File: src/rtl/instr_fetch_queue.sv
// rtl/instr_fetch_queue.sv - instruction fetch unit with a small prefetch queue
//
// Fetches sequential instruction words from a single-outstanding memory port
// and buffers {pc, instr} pairs for the decode stage. A redirect flushes the
// queue and restarts fetching at the word-aligned redirect address.
//
// Ports:
//   clock, reset        single clock, asynchronous active-high reset
//   imem_re, imem_addr  one-cycle read request and its address
//   imem_valid, imem_rdata  read response strobe and data
//   id_ready            decode accepts the head entry this cycle
//   redirect, redirect_pc   flush and refetch from redirect_pc
//   instr_valid, instr, opcode, pc_out  queue head as seen by decode
//
// Optional feature (macro FETCH_PERF_CNT_EN): adds fetch_count (enqueues) and
// flush_count (redirect cycles), 32-bit saturating counters.

module instr_fetch_queue #(
  parameter int              XLEN     = 32,
  parameter int              DEPTH    = 4,
  parameter logic [XLEN-1:0] RESET_PC = '0
) (
  input  logic            clock,
  input  logic            reset,
  output logic            imem_re,
  output logic [XLEN-1:0] imem_addr,
  input  logic            imem_valid,
  input  logic [XLEN-1:0] imem_rdata,
  input  logic            id_ready,
  input  logic            redirect,
  input  logic [XLEN-1:0] redirect_pc,
  output logic            instr_valid,
  output logic [XLEN-1:0] instr,
  output logic [6:0]      opcode,
  output logic [XLEN-1:0] pc_out
`ifdef FETCH_PERF_CNT_EN
  ,
  output logic [31:0]     fetch_count,
  output logic [31:0]     flush_count
`endif
);

  localparam int PW = $clog2(DEPTH);
  localparam int CW = $clog2(DEPTH + 1);
  localparam logic [CW-1:0] FULL = CW'(DEPTH);

  typedef enum logic [1:0] {IDLE, REQ, WAIT, DRAIN} state_t;

  state_t          state;
  logic [XLEN-1:0] fetch_pc;
  logic [XLEN-1:0] req_pc;
  logic [PW-1:0]   head;
  logic [PW-1:0]   tail;
  logic [CW-1:0]   count;
  logic [XLEN-1:0] pc_q    [DEPTH];
  logic [XLEN-1:0] instr_q [DEPTH];

  logic issue;
  logic enq;
  logic deq;
  logic unused_ok;

  // Requests are issued in the REQ cycle itself so that a one-cycle memory
  // yields an entry two cycles after the request. A redirect suppresses the
  // request so no stale fetch is ever left outstanding from REQ.
  assign issue = (state == REQ) && (count < FULL) && !redirect;
  assign enq   = (state == WAIT) && imem_valid && !redirect;
  assign deq   = instr_valid && id_ready && !redirect;

  assign imem_re   = issue;
  assign imem_addr = issue ? fetch_pc : '0;

  // Head outputs come only from queue storage; gating with instr_valid keeps
  // them at zero after reset and flush.
  assign instr_valid = (count != '0);
  assign instr       = instr_valid ? instr_q[head] : '0;
  assign pc_out      = instr_valid ? pc_q[head] : '0;
  assign opcode      = instr[6:0];

  assign unused_ok = ^redirect_pc[1:0];

  always_ff @(posedge clock or posedge reset) begin
    if (reset) begin
      state    <= IDLE;
      fetch_pc <= RESET_PC;
      req_pc   <= '0;
    end else begin
      case (state)
        IDLE: state <= REQ;
        REQ: begin
          if (issue) begin
            req_pc   <= fetch_pc;
            fetch_pc <= fetch_pc + XLEN'(4);
            state    <= WAIT;
          end
        end
        WAIT: begin
          if (imem_valid)    state <= REQ;
          else if (redirect) state <= DRAIN;  // response still in flight
        end
        DRAIN: begin
          if (imem_valid) state <= REQ;       // discard the stale response
        end
        default: state <= IDLE;
      endcase
      if (redirect) fetch_pc <= {redirect_pc[XLEN-1:2], 2'b00};
    end
  end

  always_ff @(posedge clock or posedge reset) begin
    if (reset) begin
      head  <= '0;
      tail  <= '0;
      count <= '0;
    end else if (redirect) begin
      head  <= '0;
      tail  <= '0;
      count <= '0;
    end else begin
      if (enq) tail <= tail + PW'(1);
      if (deq) head <= head + PW'(1);
      case ({enq, deq})
        2'b10:   count <= count + CW'(1);
        2'b01:   count <= count - CW'(1);
        default: count <= count;
      endcase
    end
  end

  always_ff @(posedge clock) begin
    if (enq) begin
      pc_q[tail]    <= req_pc;
      instr_q[tail] <= imem_rdata;
    end
  end

`ifdef FETCH_PERF_CNT_EN
  always_ff @(posedge clock or posedge reset) begin
    if (reset) begin
      fetch_count <= '0;
      flush_count <= '0;
    end else begin
      if (enq && (fetch_count != '1))      fetch_count <= fetch_count + 32'd1;
      if (redirect && (flush_count != '1)) flush_count <= flush_count + 32'd1;
    end
  end
`endif

endmodule

File: config.mk
export PLATFORM = sky130hd
export DESIGN_NAME = instr_fetch_queue
export DESIGN_NICKNAME = d
export VERILOG_FILES = /design/src/rtl/instr_fetch_queue.sv
export SDC_FILE = /design/constraint.sdc
export NUM_CORES = 1
export LEC_CHECK = 0
export CAP_MARGIN = 20
export CORE_MARGIN = 1.5
export CORE_UTILIZATION = 55
export DETAILED_ROUTE_END_ITERATION = 12
export PLACE_DENSITY = 0.8
export SETUP_SLACK_MARGIN = 0.4
export SKIP_CTS_REPAIR_TIMING = 1
export SYNTH_ARGS = -nofsm -noshare
export SYNTH_HDL_FRONTEND = slang
export SYNTH_SLANG_ARGS = --single-unit
File: constraint.sdc
create_clock -name clock -period 3.3 [get_ports clock]
set_input_delay 0.33 -clock clock [delete_from_list [all_inputs] [get_ports clock]]
set_output_delay 0.33 -clock clock [all_outputs]
set_load 0.01 [all_outputs]
==> flow_summary.yaml <==
timing:
  finClkSkew_ns: 0.0118
  rsz0062_at_grt: "true"
  timing.fmax_mhz: 350
  final_hold_viol_count: 0
  timing.hold.ws_ns: 0.204
  layout_min_cycle_time_ns: 2.85
  relSlewSlack_pct: 43.4
  setup_viol: 0
  tns_ns: 0
  period_share_pct: 86.5
  drv_slew: 0
  tightest_slew_ns: 0.841
logic_synthesis:
  synthArstFlopShare_pct: 21.8
  synth-edff-count: 248
  synth_area_per_cell_um2: 16.7
  synth_cell_type_count: 45
  syn_inst: 779
  synth_warnings: 0
  ys_seq_area_share_pct: 70.6
  syn_area_mm2: 0.0130
  ys.flop_type: "edfxtp_1"
  postSynthRegisterBits: 317
worst_setup_path:
  worstPathCellList: "buf_12, mux4_2, and2_1, clkdlybuf4s50_1"
  reg2reg_from: "state[1]"
  cp_max_fo: 18
  r2r_cells: 6
  path_buf_inv: 2
  startpoint_type: "register"
  critical_path.slowest_cell: "dfrtp_4"
  critical_path_required_ns: 2.97
  cp.arrival_ns: 2.52
  path_class: "reg2out"
  r2r_end: "fetch_pc[27]"
  path_delay_family: "buffers and inverters"
  cpPeakStageDelay_ns: 0.53
  r2r_setup_slack_ns: 0.92
  cp-end-kind: "output pin"
placed_design:
  hpwl_um: 16500
  dp.cells: 1233
  gp_congestion: 0.845
  portBuffers: 167
cells_and_area:
  layout_common_cells: "248 x edfxtp_1, 155 x clkdlybuf4s50_1, 67 x dfrtp_1"
  final_common_cell: "edfxtp_1"
  num_antenna_cells: 0
  fillers: 1513
  drive_gt1_share_pct: 16.1
  syn2layout_area_growth_pct: 25.7
  nets: 1035
  layoutNonFillerInstCount: 1300
routing:
  drt-pass1-iter-count: 6
  drc: 0
  first_iter_violations: 582
  wl_um: 26400
  antenna_left: 0
  dr_total_vias: 7414
  wl_per_cell_um: 20.3
  vias_per_cell: 5.70
cts:
  cts.htree.levels: 1
  clk_pin_slew_ns: 0.06
  clockBufferDepth: 3
  cts_tree: "built"
  numCtsBuffers: 31
  clock_latency_ns: 0.54
  cts-root-buf: "clkbuf_16"
  clock-sinks: 317
floorplanning:
  dieArea_mm2: 0.0246
  num_rows: 56
  core_mm2: 0.0233
  start_util_pct: 55.7
  die_h_um: 157
  io_pins: 174
  die_x_um: 157
power:
  p_per_area_mw_per_mm2: 712
  peakVddDrop_v: 0.000382
  p_total_uw: 11600
  power_leakage_uw: 0.00598
global_route:
  grt_pass1_vias: 7443
  antenna_found_initial: 1
  grtUsageTotal_pct: 21.9
  grt_max_degree: 65
  grt_pass1_wl_um: 40800
  overflow: 0
status:
  status: "finished, final reports clean"
run:
  max_cap_viol_count: 0
worst_hold_path:
  min_path_type: "in2async"
[registers in the layout, summed over array words and instances (netlist names)]
signal / flops
state: 2
req_pc: 30
head: 2
tail: 2
count: 3
instr_q: 128
pc_q: 120
fetch_pc: 30
[per-stage QoR]
step	instance area [um2]	setup WS, ns	util (%)
2_1_floorplan	13000	1.07	-
3_3_place_gp	15100	0.693	64.7
3_5_place_dp	15100	0.656	64.7
4_1_cts	16100	0.0527	69.1
5_1_grt	16300	0.365	70.0
6_report	16300	0.447	70.0
[final cells by class]
| class | instances | area [um2] | area share [%] |
|---|---|---|---|
| Clock buffer | 44 | 917 | 5.62 |
| Inverter | 13 | 48.8 | 0.299 |
| Tap cell | 319 | 399 | 2.44 |
| Timing Repair Buffer | 197 | 2120 | 13.0 |
| Sequential cell | 317 | 9180 | 56.2 |
| Clock inverter | 13 | 104 | 0.636 |
| Multi-Input combinational cell | 397 | 3570 | 21.8 |
[how the worst max path moves through the flow]
stage / start / endpoint / slack (ns) / depth (start not counted)
final: head[0] / pc_out[21] / 0.45 / 4
after global routing: head[0] / pc_out[7] / 0.37 / 4
after CTS: state[1] / imem_addr[25] / 0.05 / 7
after detailed placement: state[1] / imem_addr[25] / 0.66 / 7
after global placement: state[1] / imem_addr[25] / 0.69 / 7
after floorplan: state[0] / instr_q[0][0] / 1.07 / 5
[cells by family (layout without fill, tap and decap cells)]
group	count (synthesis)	count (layout)	share of synthesized area, %
DFF	317	317	70.6
and+or+nand+nor	218	218	9.55
AOI/OAI and AO/OA	85	85	4.44
buffers and inverters	68	267	2.40
muxes	64	64	10.9
xor gates and xnor gates	17	17	1.15
adders and majority gates	9	9	0.925
other	1	4	0.0289
[cells in the mapped netlist (2+ instances only)]
library cell | number | area [um2]
edfxtp_1 | 248 | 7450
dfrtp_1 | 69 | 1730
and2_1 | 68 | 425
mux4_2 | 62 | 1400
clkbuf_1 | 35 | 131
a21o_1 | 30 | 225
nand2_1 | 30 | 113
nor2_1 | 30 | 113
and3_1 | 26 | 163
o21ai_0 | 18 | 90.1
nand3_1 | 16 | 80.1
inv_1 | 13 | 48.8
a31oi_1 | 11 | 68.8
buf_4 | 11 | 82.6
o31ai_1 | 11 | 82.6
xnor2_1 | 11 | 96.3
or4_1 | 10 | 75.1
nand4_1 | 9 | 56.3
ha_1 | 8 | 100
a21oi_1 | 6 | 30.0
buf_2 | 6 | 30.0
nor3_1 | 6 | 30.0
nor4_1 | 6 | 37.5
xor2_1 | 6 | 52.6
and4_1 | 4 | 35.0
nand2b_1 | 3 | 18.8
a311o_1 | 2 | 20.0
and3b_1 | 2 | 17.5
buf_1 | 2 | 7.51
mux2i_1 | 2 | 20.0
nand4b_1 | 2 | 17.5
o311ai_0 | 2 | 17.5
o31a_1 | 2 | 17.5
[report_power, final]
| part | internal [uW] | switching [uW] | total (uW) |
|---|---|---|---|
| Combinational | 1670 | 1310 | 2990 |
| Sequential | 4820 | 374 | 5190 |
| Clock | 2010 | 1430 | 3450 |
| Total | 8510 | 3120 | 11600 |
[metal layers]
metal,up-vias,GRT usage [%],share of wire [%]
li1,3365,-,-
met1,3729,29.8,42
met2,270,37.7,50
met3,48,2.88,5.9
met4,2,5.76,2.2
met5,-,0,0.049
Power figures use the tool's default switching activity.
